**src/rtl/hazard_pkg.sv**
```systemverilog
// Shared types and constants for the hazard detection / forwarding controller.
package hazard_pkg;

   typedef enum logic [1:0] {
      ST_RUN   = 2'd0,
      ST_STALL = 2'd1,
      ST_FLUSH = 2'd2,
      ST_HALT  = 2'd3
   } hz_state_e;

   localparam logic [1:0] FWD_REG = 2'b00;
   localparam logic [1:0] FWD_MEM = 2'b01;
   localparam logic [1:0] FWD_WB  = 2'b10;

   // Larger of two sequence lengths; sizes the shared down-counter.
   function automatic int max2(input int a, input int b);
      return (a > b) ? a : b;
   endfunction

endpackage

```
**src/rtl/fwd_select.sv**
```systemverilog
// EX operand bypass select: the youngest in-flight writer (MEM) wins over WB.
module fwd_select
   import hazard_pkg::*;
#(
   parameter int REG_AW = 5
) (
   input  logic [REG_AW-1:0] rs,
   input  logic [REG_AW-1:0] mem_write_reg,
   input  logic              mem_reg_write,
   input  logic [REG_AW-1:0] wb_write_reg,
   input  logic              wb_reg_write,
   output logic [1:0]        sel
);

   logic mem_hit_s;
   logic wb_hit_s;

   // x0 is hard-wired zero, so a zero source never takes a bypass.
   assign mem_hit_s = mem_reg_write & (rs != {REG_AW{1'b0}}) & (mem_write_reg == rs);
   assign wb_hit_s  = wb_reg_write  & (rs != {REG_AW{1'b0}}) & (wb_write_reg  == rs);

   // Priority select between the two bypass sources.
   always_comb begin
      sel = FWD_REG;
      if (mem_hit_s) begin
         sel = FWD_MEM;
      end else if (wb_hit_s) begin
         sel = FWD_WB;
      end else begin
         sel = FWD_REG;
      end
   end

endmodule

```
**src/rtl/hazard_control.sv**
```systemverilog
// Pipeline hazard controller: WB/EX bypass selects plus the load-use stall,
// redirect flush and halt sequencer driving the PC and pipeline registers.
module hazard_control
   import hazard_pkg::*;
#(
   parameter int REG_AW            = 5,
   parameter int LOAD_STALL_CYCLES = 1,
   parameter int FLUSH_CYCLES      = 1
) (
   input  logic              clk,
   input  logic              rst,
   input  logic [REG_AW-1:0] id_read_reg1,
   input  logic [REG_AW-1:0] id_read_reg2,
   input  logic              id_hlt,
   input  logic [REG_AW-1:0] ex_read_reg1,
   input  logic [REG_AW-1:0] ex_read_reg2,
   input  logic [REG_AW-1:0] ex_write_reg,
   input  logic              ex_reg_write,
   input  logic              ex_mem_reg,
   input  logic              ex_redirect,
   input  logic [REG_AW-1:0] mem_write_reg,
   input  logic              mem_reg_write,
   input  logic [REG_AW-1:0] wb_write_reg,
   input  logic              wb_reg_write,
   output logic              forward_c,
   output logic              forward_d,
   output logic [1:0]        forward_a,
   output logic [1:0]        forward_b,
   output logic              stall_pc,
   output logic              stall_fd,
   output logic              bubble_fe,
   output logic              flush_fd,
   output logic              halted
);

   localparam int CNT_W = $clog2(max2(LOAD_STALL_CYCLES, FLUSH_CYCLES) + 1);
   localparam logic [CNT_W-1:0] STALL_LOAD = CNT_W'(LOAD_STALL_CYCLES - 1);
   localparam logic [CNT_W-1:0] FLUSH_LOAD = CNT_W'(FLUSH_CYCLES - 1);
   localparam logic [CNT_W-1:0] CNT_ONE    = CNT_W'(1);
   localparam logic [CNT_W-1:0] CNT_ZERO   = CNT_W'(0);
   localparam logic [REG_AW-1:0] REG_ZERO  = {REG_AW{1'b0}};

   hz_state_e         state_r;
   logic [CNT_W-1:0]  cnt_r;
   logic [1:0]        fwd_a_s;
   logic [1:0]        fwd_b_s;
   logic              load_use_s;
   logic              stall_s;
   logic              flush_s;
   logic              halted_s;

   fwd_select #(.REG_AW(REG_AW)) u_fwd_a (
      .rs            (ex_read_reg1),
      .mem_write_reg (mem_write_reg),
      .mem_reg_write (mem_reg_write),
      .wb_write_reg  (wb_write_reg),
      .wb_reg_write  (wb_reg_write),
      .sel           (fwd_a_s)
   );

   fwd_select #(.REG_AW(REG_AW)) u_fwd_b (
      .rs            (ex_read_reg2),
      .mem_write_reg (mem_write_reg),
      .mem_reg_write (mem_reg_write),
      .wb_write_reg  (wb_write_reg),
      .wb_reg_write  (wb_reg_write),
      .sel           (fwd_b_s)
   );

   assign forward_a = rst ? FWD_REG : fwd_a_s;
   assign forward_b = rst ? FWD_REG : fwd_b_s;
   assign forward_c = ~rst & wb_reg_write & (wb_write_reg != REG_ZERO) & (wb_write_reg == id_read_reg1);
   assign forward_d = ~rst & wb_reg_write & (wb_write_reg != REG_ZERO) & (wb_write_reg == id_read_reg2);

   // A load into x0 produces nothing to wait for.
   assign load_use_s = ex_reg_write & ex_mem_reg & (ex_write_reg != REG_ZERO) &
                       ((ex_write_reg == id_read_reg1) | (ex_write_reg == id_read_reg2));

   // Sequencer state and bubble/flush down-counter.
   always_ff @(posedge clk) begin
      if (rst) begin
         state_r <= ST_RUN;
         cnt_r   <= CNT_ZERO;
      end else begin
         case (state_r)
            ST_RUN, ST_STALL, ST_FLUSH: begin
               if (ex_redirect) begin
                  state_r <= (FLUSH_CYCLES > 1) ? ST_FLUSH : ST_RUN;
                  cnt_r   <= (FLUSH_CYCLES > 1) ? FLUSH_LOAD : CNT_ZERO;
               end else if (state_r != ST_RUN) begin
                  if (cnt_r <= CNT_ONE) begin
                     state_r <= ST_RUN;
                     cnt_r   <= CNT_ZERO;
                  end else begin
                     cnt_r   <= cnt_r - CNT_ONE;
                  end
               end else if (load_use_s) begin
                  state_r <= (LOAD_STALL_CYCLES > 1) ? ST_STALL : ST_RUN;
                  cnt_r   <= (LOAD_STALL_CYCLES > 1) ? STALL_LOAD : CNT_ZERO;
               end else if (id_hlt) begin
                  state_r <= ST_HALT;
                  cnt_r   <= CNT_ZERO;
               end else begin
                  state_r <= ST_RUN;
               end
            end
            ST_HALT: begin
               state_r <= ST_HALT;
            end
            default: begin
               state_r <= ST_RUN;
               cnt_r   <= CNT_ZERO;
            end
         endcase
      end
   end

   // Stall/flush decode; a redirect always overrides a stall so the two never overlap.
   always_comb begin
      stall_s  = 1'b0;
      flush_s  = 1'b0;
      halted_s = 1'b0;
      if (rst) begin
         stall_s  = 1'b0;
      end else begin
         case (state_r)
            ST_RUN: begin
               if (ex_redirect) begin
                  flush_s = 1'b1;
               end else begin
                  stall_s = load_use_s | id_hlt;
               end
            end
            ST_STALL: begin
               if (ex_redirect) begin
                  flush_s = 1'b1;
               end else begin
                  stall_s = 1'b1;
               end
            end
            ST_FLUSH: begin
               flush_s = 1'b1;
            end
            ST_HALT: begin
               stall_s  = 1'b1;
               halted_s = 1'b1;
            end
            default: begin
               stall_s = 1'b0;
            end
         endcase
      end
   end

   assign stall_pc  = stall_s;
   assign stall_fd  = stall_s;
   assign flush_fd  = flush_s;
   assign bubble_fe = stall_s | flush_s;
   assign halted    = halted_s;

endmodule

```
**config.mk**
```make
export PLATFORM = sky130hd
export DESIGN_NAME = hazard_control
export DESIGN_NICKNAME = d
export VERILOG_FILES = /design/src/rtl/hazard_pkg.sv /design/src/rtl/fwd_select.sv /design/src/rtl/hazard_control.sv
export SDC_FILE = /design/constraint.sdc
export NUM_CORES = 1
export LEC_CHECK = 0
export BUFFER_PORTS_ARGS = -buffer_cell sky130_fd_sc_hd__buf_2
export CORE_MARGIN = 2
export CORE_UTILIZATION = 39
export DETAILED_ROUTE_END_ITERATION = 12
export MAX_ROUTING_LAYER = met4
export PLACE_DENSITY = 0.82
export SLEW_MARGIN = 10
export SYNTH_ARGS = -nofsm -noshare
export SYNTH_HDL_FRONTEND = slang
export SYNTH_HIERARCHICAL = 1
export SYNTH_SLANG_ARGS = --single-unit
```
**constraint.sdc**
```tcl
create_clock -name clk -period 1.2 [get_ports clk]
set_input_delay 0 -clock clk [delete_from_list [all_inputs] [get_ports clk]]
set_output_delay 0 -clock clk [all_outputs]
set_load 0.05 [all_outputs]
```
Yosys cells after proc, flatten, opt, wreduce, memory -nomap -nowiden
Index checks and enable logic that the tools add are counted.

storage, ports and cells
  register bits = 3
  bits of input ports = 43
  output and inout port bits = 11
  word-level logic and storage cells = 71

operators by class
  $add $sub $neg = 1
  magnitude comparators = 1
  eq/ne operators = 12
  muxes and demuxes = 26
  bitwise gates (word level) = 19
  reduce and logical (&&, ||, !) cells = 10

operator list
  cell                                                                   number
  5-bit equality test                                                    8
  2-bit 2-to-1 mux                                                       11
  5-bit nonzero test                                                     4
  1-bit AND                                                              15
  1-bit 2-to-1 mux                                                       12
  2-bit equality test, second input constant                             2
  4-bit != test, second input constant                                   1
  2-bit one-hot mux with 2 select lines                                  1
  4-bit nonzero test                                                     1
  1-bit bitwise OR                                                       3
  1-bit one-hot mux with 3 select lines                                  1
  3-bit OR reduction                                                     1
  2-bit by 1-bit equality test with 1-bit output, second input constant  1
  2-bit zero test                                                        1
  1-bit one-hot mux with 2 select lines                                  1
  2-bit AND reduction                                                    1
  2-bit nonzero test                                                     1
  2-bit OR reduction                                                     1
  1-bit less-or-equal comparator, second input constant                  1
  1-bit NOT                                                              1
  1-bit subtractor, second input constant                                1

Logic depth before layout (Yosys ltp)
Gate-level depths: netlist of run 1.

  depth in word-level cells = 8
  depth in mapped cells = 5
  depth with buffers taken out = 4

By module
Netlist of run 1, hierarchy kept.

modules (own cells, without submodules)
  module          instances  cells an instance  area an instance (µm²)  sequential area each (µm²)
  hazard_control  1          50                 379.1                   20.0
  fwd_select      2          19                 146.4                   0.0

Worst setup path after synthesis of run 1
No wires, ideal clock.

  kind = in2out
  from = input ex_write_reg[2]
  to = output stall_pc
  arrival time = 2.611 ns
  data required time = 1.200 ns
  setup slack = -1.411 ns
  stages on the path = 5
  buffers on the path = 1
  cells stage by stage = xor2_1 > nor3_1 > a22oi_1 > o41ai_1 > buf_4

between the ends
  cells in the longest elaborated chain, start to end = 7
  elaborated cells between the ends (all ways) = 10
  those cells by class = eq/ne (2); mux (3); bitwise (4); reduce/logical (1)

RTL lines
  element                                                           RTL line                                    RTL
  start, declared                                                   hazard_control.sv:17                        input logic [REG_AW-1:0] ex_write_reg,
  5-bit equality test / 5-bit nonzero test (equally long branches)  hazard_control.sv:77, hazard_control.sv:76
  1-bit bitwise OR / 1-bit AND (equally long branches)              hazard_control.sv:77, hazard_control.sv:76
  1-bit AND *                                                       hazard_control.sv:76                        assign load_use_s = ex_reg_write & ex_mem_reg & (ex_write_reg != REG_ZERO) &
  1-bit bitwise OR *                                                hazard_control.sv:131                       stall_s = load_use_s | id_hlt;
  1-bit 2-to-1 mux *                                                hazard_control.sv:128                       if (ex_redirect) begin
  1-bit one-hot mux with 3 select lines *                           hazard_control.sv:126                       case (state_r)
  1-bit 2-to-1 mux *                                                hazard_control.sv:123                       if (rst) begin
  end, declared                                                     hazard_control.sv:29                        output logic stall_pc,

Every way passes the cells marked *; elsewhere a longest branch is shown, timed or not.

Worst setup path after layout of run 1
  from = input ex_read_reg2[1]
  to = output forward_b[1]

between the ends
  cells in the longest elaborated chain, start to end = 6
  elaborated cells between the ends (all ways) = 10
  those cells by class = eq/ne (2); mux (3); bitwise (4); reduce/logical (1)

RTL lines
  element                 RTL line                            RTL
  start, declared         hazard_control.sv:16                input logic [REG_AW-1:0] ex_read_reg2,
  5-bit nonzero test      fwd_select.sv:19, fwd_select.sv:20
  1-bit AND (2 in a row)  fwd_select.sv:20                    assign wb_hit_s = wb_reg_write & (rs != {REG_AW{1'b0}}) & (wb_write_reg == rs);
  2-bit 2-to-1 mux        fwd_select.sv:27                    end else if (wb_hit_s) begin
  2-bit 2-to-1 mux *      fwd_select.sv:25                    if (mem_hit_s) begin
  net fwd_b_s[1]          hazard_control.sv:46                logic [1:0] fwd_b_s;
  2-bit 2-to-1 mux *      hazard_control.sv:71                assign forward_b = rst ? FWD_REG : fwd_b_s;
  end, declared           hazard_control.sv:28                output logic [1:0] forward_b,

Mark *: on every way through the listed nets, which the timed path passes. The rest lies on a longest branch.

==> reports/metrics.yaml, run 1 <==
outcome:
  outcome: "finished with violations"
  violations: "setup timing"
synth:
  synth_top_area_share_pct: 28.7
  synth_most_common_cell: "xor2_1"
  yosys.area.top_type: "xor2_1"
  synthFlopType: "dfxtp_1"
  synth_cell_types: 24
  synth_nets: 131
  syn-instance-count: 88
  synth_common_cells: "xor2_1, xnor2_1, nor2b_1"
  synth_edf_count: 0
  syn_area_per_cell_um2: 7.64
  synth.area.top_cells: "xor2_1, xnor2_1, nor2b_1"
  yosysWarnings: 6
  ys_seq_area_share_pct: 2.98
  ys_ff_latch: 1
  ys_async_sr_fraction_pct: 0
  synth_area_um2: 672
die:
  io_pins: 54
  fp.dieArea_mm2: 0.00207
  dieHeight_um: 45.5
  start_util_pct: 43.1
  rows: 14
  fp.dieW_um: 45.5
  core_mm2: 0.00156
finish:
  drive_gt1_share_pct: 61.8
  top_register: "state_r"
  area_growth_pct: 98.1
  fill_cells: 94
  finish.utilization_pct: 85.4
  final_nets: 197
  insertedDiodeCount: 0
  largestRegisters: "state_r (1)"
  largest_reg_flops: 1
route:
  dr_wl_met2_mm: 1.61
  route.detailed.drc: 0
  routed_wl_mm: 3.07
  drt-initial-drc-count: 21
  wl_met1_mm: 1.17
  route.vias.total: 952
  dr.pass1.iters: 4
  wl_met3_um: 226
  wl_per_cell_um: 18.3
  top_layer: "met4"
  vias_per_cell: 5.67
  drtAntennaViolNets: 0
power_and_ir_drop:
  pwr-share-clk_pct: 0
  finalPower_uw: 565
  p_sw_uw: 287
  p_seq_share_pct: 7.2
  p_int_uw: 278
  p_per_area_mw_per_mm2: 424
  power_leakage_nw: 0.580
  p_sw_share_pct: 50.8
  combPwrFrac_pct: 92.8
  vdd_drop_max_mv: 0.301
sta:
  layout_setup_ws_ns: -0.0748
  final.period_utilization_pct: 106
  maxSlewViolCount: 0
  hold_viol: 0
  max_slew_margin_pct: 76.1
  fmax_mhz: 784
  rsz0062_at_grt: "true"
  skew_ns: 0
  fin_crit_ns: 1.27
  finalSetupViolations: 6
  final.setup.tns_ns: -0.195
  tightest_slew_ns: 0.356
min_path:
  min_from: "ex_redirect"
  min_to: "stall_pc"
  hp-class: "input pin to output pin"
  min_path_cells: 3
placed_design:
  finalWeightedCongestion: 0.843
  portBuffers: 53
  dp_hpwl_mm: 2.00
grt:
  grt_max_degree: 6
  grt_pass1_wl_mm: 3.72
  antenna_found_initial: 0
  grt_pass1_vias: 936
  grtUsageTotal_pct: 24.4
  grt_overflow: 0
critical_path:
  worstPathArrival_ns: 1.27
  crit_required_ns: 1.20
  cp_max_fo: 3
  r2r-end: "state_r[0]$_SDFF_PP0_"
  start_kind: "input pin"
  reg2regPathDepth: 1
  timing.reg2reg.setup_slack_ns: 0.41
  r2r-start: "state_r[0]$_SDFF_PP0_"
  worstSetupPathType: "input pin to output pin"
  endpoint_kind: "output pin"
flow_run:
  max-cap-violations: 0
cts:
  clock_latency_ns: 0
[cells in the final DEF (no fill, tap or decap), drive strengths merged, types with 3 or more instances in the layout]
cell type	synthesis	layout
buf	3	68
xor2	22	22
xnor2	18	18
nor2b	6	6
nor2	5	5
or4	4	4
nor4	4	4
nor3	3	3
[critical path, cell delays in order]
cell	delay, ns
buf_2	0.13
xor2_1	0.24
nor4_2	0.11
a2111oi_2	0.40
nor2b_2	0.22
buf_6	0.16
[power by group through the flow]
stage               clock network, mW  registers [mW]  logic, mW
floorplan                           0          0.0395      0.237
global placement                    0          0.0398      0.411
detailed placement                  0          0.0401      0.427
CTS                                 0          0.0403      0.462
global route                        0          0.0411      0.546
finish                              0          0.0405      0.524
[metal layers]
metal  vias up  global-route usage (%)
met1       439                    24.1
met2        65                    51.0
met4         0                    4.71
met5         -                       -
li1        440                       -
met3         8                   0.794
[worst max path at each step]
stage / from / end / cells past startpoint
floorplan: ex_write_reg[2] / stall_pc / 5
global placement: ex_read_reg1[1] / forward_a[0] / 6
detailed placement: ex_write_reg[2] / stall_fd / 6
CTS: ex_write_reg[4] / stall_fd / 6
global route: ex_read_reg2[1] / forward_b[1] / 6
finish: ex_read_reg2[1] / forward_b[1] / 6
[through the flow]
step | setup WS (ns) | hold slack (ns) | cell area (um2) | std cells
5_1_grt | -0.101 | 0.401 | 1330 | 168
2_1_floorplan | -0.307 | 0.146 | 747 | 88
3_5_place_dp | -0.112 | 0.413 | 1110 | 168
3_3_place_gp | -0.0807 | 0.407 | 1110 | 168
4_1_cts | -0.0331 | 0.376 | 1210 | 168
6_report | -0.0748 | 0.387 | 1330 | 168
[logic make-up after synthesis]
group           after synthesis  share of synthesized area, %
xor+xnor                     40                          52.1
buf+inv                       4                          3.91
flops                         1                          2.98
simple gates                 34                          30.0
compound gates                9                          11.0
[cell type report]
class	count	area, um2	area share (%)
flip-flops and latches	1	20.0	1.50
multi-input cells	83	798	60.0
repair buffers	68	493	37.0
well taps	16	20.0	1.50
[timing repair]
action | 4_1_cts | 5_1_grt
gates cloned | 0 | 0
hold buffers | 0 | 0
pin swaps | 8 | 11
gates resized for setup | 28 | 31
setup buffers | 0 | 0
endpoints found under the setup margin | 9 | 10
Power figures use the tool's default switching activity.
==> run 2, diff against run 1 <==
--- a/config.mk
+++ b/config.mk
@@ -14,5 +14,4 @@
 export SLEW_MARGIN = 10
 export SYNTH_ARGS = -nofsm -noshare
 export SYNTH_HDL_FRONTEND = slang
-export SYNTH_HIERARCHICAL = 1
 export SYNTH_SLANG_ARGS = --single-unit
==> run 2 against run 1 <==
The run still ends with setup timing left. Combinational power grew 7.8%. Wire length grew 1.8%. Critical endpoint is now bubble_fe. Sequential cell count is the same. Maximum frequency shrank 3.8%. Global-route usage grew 2.1 points. First-iteration DRC count shrank 38%. Critical path depth grew 1. Synthesized area grew 0.56%. Core utilization grew 2.5 points. Worst setup slack lost 0.051 ns. Largest cell class unchanged. Critical path type unchanged.
==> reports/metrics.yaml, run 2 <==
power_and_ir_drop:
  combPwrFrac_pct: 93.3
  p_sw_share_pct: 48.7
  pwr-share-clk_pct: 0
  power_leakage_nw: 0.659
  vdd_drop_max_mv: 0.246
  p_sw_uw: 295
  p_per_area_mw_per_mm2: 412
  p_int_uw: 310
  p_seq_share_pct: 6.7
  finalPower_uw: 605
min_path:
  min_to: "stall_pc"
  min_from: "ex_redirect"
  hp-class: "input pin to output pin"
  min_path_cells: 3
synth:
  yosys.area.top_type: "xnor2_1"
  ys_async_sr_fraction_pct: 0
  syn_area_per_cell_um2: 7.77
  synthFlopType: "dfxtp_1"
  synth_common_cells: "xnor2_1, xor2_1, clkbuf_1"
  ys_seq_area_share_pct: 2.96
  ys_ff_latch: 1
  yosysWarnings: 0
  syn-instance-count: 87
  synth_edf_count: 0
  synth_top_family_by_area: "XOR/XNOR gates"
  synth_area_um2: 676
  synth_nets: 130
  synth-compound-area-share_pct: 10.2
  synth_xor_area_share_pct: 49.3
  synth.area.top_cells: "xnor2_1, xor2_1, nor4_2"
  synth_top_area_share_pct: 24.6
  muxShareOfSynthArea_pct: 0
  synth-simple-area-share_pct: 32.6
  synth-adder-area-share_pct: 0
  synth_cell_types: 27
grt:
  grt_pass1_wl_mm: 4.00
  grt_max_degree: 8
  grt_overflow: 0
  antenna_found_initial: 0
  grt_pass1_vias: 941
  grtUsageTotal_pct: 26.6
route:
  vias_per_cell: 5.38
  drt-initial-drc-count: 13
  wl_per_cell_um: 16.7
  route.vias.total: 1006
  route.detailed.drc: 0
  dr.pass1.iters: 4
  routed_wl_mm: 3.13
  drtAntennaViolNets: 0
critical_path:
  worstSetupPathType: "input pin to output pin"
  worstPathArrival_ns: 1.33
  reg2regPathDepth: 1
  endpoint_kind: "output pin"
  path_cells: "buf_8 > or4_4 > o211ai_1 > buf_4 > a21o_1 > a21oi_2 > buf_6"
  crit_slowest_cell: "or4_4"
  crit_required_ns: 1.20
  r2r-start: "state_r[0]$_SDFF_PP0_"
  timing.reg2reg.setup_slack_ns: 0.41
  cp_max_fo: 3
  cpPeakStageDelay_ns: 0.52
  start_kind: "input pin"
  r2r-end: "state_r[0]$_SDFF_PP0_"
outcome:
  outcome: "finished with violations"
  violations: "setup timing"
die:
  fp.dieW_um: 45.6
  rows: 15
  io_pins: 54
  dieHeight_um: 45.6
  fp.dieArea_mm2: 0.00208
  core_mm2: 0.00167
  start_util_pct: 40.4
sta:
  fmax_mhz: 754
  fin_crit_ns: 1.33
  maxSlewViolCount: 0
  max_slew_margin_pct: 77.7
  hold_viol: 0
  finalSetupViolations: 6
  layout_setup_ws_ns: -0.126
  tightest_slew_ns: 0.334
  skew_ns: 0
  final.period_utilization_pct: 110
  rsz0062_at_grt: "true"
placed_design:
  dp_slack_ns: -0.149
  dp_hpwl_mm: 2.12
  finalWeightedCongestion: 0.776
  portBuffers: 53
  placed_cell_area_mm2: 0.00127
flow_run:
  max-cap-violations: 0
finish:
  insertedDiodeCount: 0
  area_growth_pct: 117
  largestRegisters: "state_r (1)"
  layout_common_cells: "buf_2, buf_4, xor2_1, xnor2_1, buf_6"
  stdcell_area_mm2: 0.00147
  drive_gt1_share_pct: 64.7
  layout_commonest_cell: "buf_2"
  finish.utilization_pct: 87.9
  final_nets: 215
  largest_reg_flops: 1
  top_register: "state_r"
cts:
  ctsHoldBuffers: 0
  clock_latency_ns: 0
## run 2: power groups by stage
stage	Combinational (mW)	Clock (mW)	Sequential, mW
3_5_place_dp	0.475	0	0.0403
6_report	0.565	0	0.0404
2_1_floorplan	0.254	0	0.0395
5_1_grt	0.594	0	0.0405
3_3_place_gp	0.456	0	0.0399
4_1_cts	0.503	0	0.0403
## run 2: what timing repair did
action	CTS	global route
endpoints found under the setup margin	8	10
endpoints found under the hold margin	0	0
pin swaps	3	5
buffers inserted	2	2
gates resized for setup	16	29
## run 2: kinds of logic (layout without fill, tap and decap cells)
family / after synthesis / in the layout
buffers and inverters: 8 / 91
flip-flops: 1 / 1
AO/OA/AOI/OAI: 9 / 9
XOR/XNOR: 38 / 38
AND/OR/NAND/NOR: 31 / 31
## run 2: final cells by class
class / count / area (um2)
flip-flops and latches: 1 / 20.0
repair buffers: 89 / 656
well taps: 17 / 21.3
fillers: 88 / 203
inverters: 2 / 7.51
multi-input cells: 78 / 763
## run 2: worst max-delay path, delay by kind of cell
kind | cells | cell delay [ns]
AOI/OAI and AO/OA | 3 | 0.36
buffers and inverters | 3 | 0.43
and+or+nand+nor | 1 | 0.52
## run 2: worst max-delay path by stage
stage	slack [ns]	start	to
3_5_place_dp	-0.15	ex_read_reg2[0]	forward_b[1]
5_1_grt	-0.15	ex_write_reg[2]	bubble_fe
4_1_cts	-0.11	ex_write_reg[4]	bubble_fe
2_1_floorplan	-0.31	ex_write_reg[2]	stall_pc
3_3_place_gp	-0.12	ex_read_reg2[0]	forward_b[1]
6_report	-0.13	ex_write_reg[2]	bubble_fe
## run 2: metrics by stage
step	hold slack [ns]	instances	TNS, ns
4_1_cts	0.381	185	-0.384
3_3_place_gp	0.405	183	-0.670
2_1_floorplan	0.0618	87	-0.733
3_5_place_dp	0.415	183	-0.932
5_1_grt	0.398	187	-0.665
6_report	0.390	187	-0.428
## run 2: routing by layer
layer / part of all wire, % / vias up / track usage (%)
met4: 1.3 / 0 / 2.35
met2: 54 / 40 / 50.7
li1: - / 481 / -
met1: 39 / 479 / 30.2
met5: 0 / - / -
met3: 5.8 / 6 / 2.78
==> run 3, diff against run 2 <==
--- a/config.mk
+++ b/config.mk
@@ -5,12 +5,13 @@
 export SDC_FILE = /design/constraint.sdc
 export NUM_CORES = 1
 export LEC_CHECK = 0
+export ABC_AREA = 1
 export BUFFER_PORTS_ARGS = -buffer_cell sky130_fd_sc_hd__buf_2
 export CORE_MARGIN = 2
-export CORE_UTILIZATION = 39
+export CORE_UTILIZATION = 41
 export DETAILED_ROUTE_END_ITERATION = 12
 export MAX_ROUTING_LAYER = met4
-export PLACE_DENSITY = 0.82
+export PLACE_DENSITY = 0.81
 export SLEW_MARGIN = 10
 export SYNTH_ARGS = -nofsm -noshare
 export SYNTH_HDL_FRONTEND = slang
==> run 3 against run 2 <==
The run now ends clean. Die area rose by 9.7%. Core utilization fell by 26 points. Worst setup slack improved by 0.23 ns. Sequential power fell by 2%. First-iteration DRC count rose by 69%. Combinational power fell by 29%. Highest routed layer is now met3.
==> reports/metrics.yaml, run 3 <==
finish:
  drive_gt1_share_pct: 33.2
  final_nets: 247
  layout_commonest_cell: "buf_2"
  fill_cells: 185
  area_growth_pct: 39.2
  multi_input_area_um2: 658
  largest_reg_flops: 1
  layout_common_cells: "buf_2, nand2_1, inv_1"
  seq_area_um2: 20.0
  insertedDiodeCount: 0
  largestRegisters: "state_r (1)"
  top_register: "state_r"
sta:
  final.period_utilization_pct: 91.5
  holdWs_ns: 0.321
  fmax_mhz: 911
  maxSlewViolCount: 0
  tightest_slew_ns: 0.332
  finalSetupViolations: 0
  skew_ns: 0
  max_slew_margin_pct: 77.7
  rsz0062_at_grt: "true"
  hold_viol: 0
  fin_crit_ns: 1.10
power_and_ir_drop:
  pwr-share-clk_pct: 0
  p_sw_share_pct: 56.1
  p_seq_share_pct: 8.9
  combPwrFrac_pct: 91.1
  power_leakage_nw: 0.649
  p_sw_uw: 248
  finalPower_uw: 443
  p_per_area_mw_per_mm2: 405
  vdd_drop_max_mv: 0.194
  p_int_uw: 194
route:
  dr.pass1.iters: 4
  route.detailed.drc: 0
  vias_per_cell: 4.74
  route.vias.total: 1077
  drtAntennaViolNets: 0
  drt-initial-drc-count: 22
  routed_wl_mm: 2.37
  wl_per_cell_um: 10.4
synth:
  synth_area_um2: 786
  synth_cell_types: 23
  synth_nets: 196
  synth_most_common_cell: "nand2_1"
  synth_edf_count: 0
  synthFlopType: "dfxtp_1"
  synth_common_cells: "nand2_1, inv_1, nor2_1"
  syn_area_per_cell_um2: 5.14
  synth_top_area_share_pct: 21.0
  syn-instance-count: 153
  yosysWarnings: 0
  ys_async_sr_fraction_pct: 0
  yosys.area.top_type: "nand2_1"
  ys_seq_area_share_pct: 2.55
  synth.area.top_cells: "nand2_1, xnor2_1, inv_1"
  ys_ff_latch: 1
grt:
  grt_overflow: 0
  grt_pass1_vias: 906
  grt_max_degree: 7
  antenna_found_initial: 0
  grt_pass1_wl_mm: 3.64
  grtUsageTotal_pct: 21.9
critical_path:
  worstSetupPathType: "input pin to output pin"
  worstPathArrival_ns: 1.10
  cp_max_fo: 3
  start_kind: "input pin"
  crit_required_ns: 1.20
  endpoint_kind: "output pin"
die:
  core_mm2: 0.00176
  fp.dieW_um: 47.8
  rows: 15
  start_util_pct: 44.5
  io_pins: 54
  fp.dieArea_mm2: 0.00228
  dieHeight_um: 47.8
placed_design:
  finalWeightedCongestion: 0.819
  portBuffers: 53
  dp_hpwl_mm: 2.07
flow_run:
  max-cap-violations: 0
min_path:
  hp-class: "input pin to flop"
cts:
  ctsHoldBuffers: 0
  clock_latency_ns: 0
  path_clk_slew_ns: 0
outcome:
  outcome: "completed"
-- run 3: cell count changes in the layout (fill, tap and decap cells not counted), sizes merged, moves of 3 or more --
cell | before | now
nor2b | 4 | 0
nand3 | 3 | 10
or4 | 4 | 0
buf | 89 | 50
inv | 2 | 29
nor2 | 5 | 19
xor2 | 19 | 7
nand2 | 1 | 44
clkbuf | 0 | 3
xnor2 | 19 | 12
-- run 3: final cells by class --
| class | instances | share of cell area [%] |
|---|---|---|
| Inverter | 29 | 9.95 |
| Timing Repair Buffer | 53 | 25.2 |
| Tap cell | 25 | 2.86 |
| Multi-Input combinational cell | 119 | 60.2 |
| Sequential cell | 1 | 1.83 |
-- run 3: path summary, 6_finish.rpt --
kind,startpoint,endpoint,slack [ns],cells past startpoint
max reg2reg,state_r[0]$_SDFF_PP0_,state_r[0]$_SDFF_PP0_,0.53,2
min,rst,state_r[0]$_SDFF_PP0_,0.32,2
min reg2reg,state_r[0]$_SDFF_PP0_,state_r[0]$_SDFF_PP0_,0.54,2
max,ex_read_reg2[2],forward_b[0],0.10,6
-- run 3: kinds of logic (layout without fill, tap and decap cells) --
kind of cell	after synthesis	after routing	share of synthesized area, %
flip-flops	1	1	2.55
buffers and inverters	33	82	17.0
AO/OA/AOI/OAI	10	10	7.48
AND/OR/NAND/NOR	90	90	51.8
XOR/XNOR	19	19	21.2
-- run 3: critical path, stage by stage --
cell	delay, ns
buf_2	0.12
xnor2_1	0.15
nand3_1	0.10
nor4_2	0.31
and2_1	0.17
buf_2	0.25
-- run 3: power groups by stage --
stage,Combinational (mW),Clock (mW),Sequential [mW]
global route,0.446,0,0.0399
CTS,0.397,0,0.0395
floorplan,0.251,0,0.0389
global placement,0.386,0,0.0394
finish,0.403,0,0.0395
detailed placement,0.396,0,0.0394
-- run 3: timing repair --
item,in CTS,in global routing
buffers inserted,0,0
setup endpoints to repair,0,4
resized for setup,0,5
-- run 3: routing by layer --
metal  track usage [%]  share of wire [%]  up-vias
met5                 -                  0        -
met1              28.1                 43      455
li1                  -                  -      577
met2              40.0                 49       45
met4             0.541                  0        0
met3             0.755                7.5        0
-- run 3: metrics by stage --
stage               utilization (%)  cell area, um2  std cells  setup TNS [ns]  worst slack, ns
detailed placement             61.4            1080        227               0            0.104
finish                         62.0            1090        227               0            0.102
global placement               61.4            1080        227               0            0.106
global route                   62.0            1090        227         -0.0433          -0.0218
floorplan                         -             812        153          -0.253           -0.253
CTS                            61.4            1080        227               0           0.0924
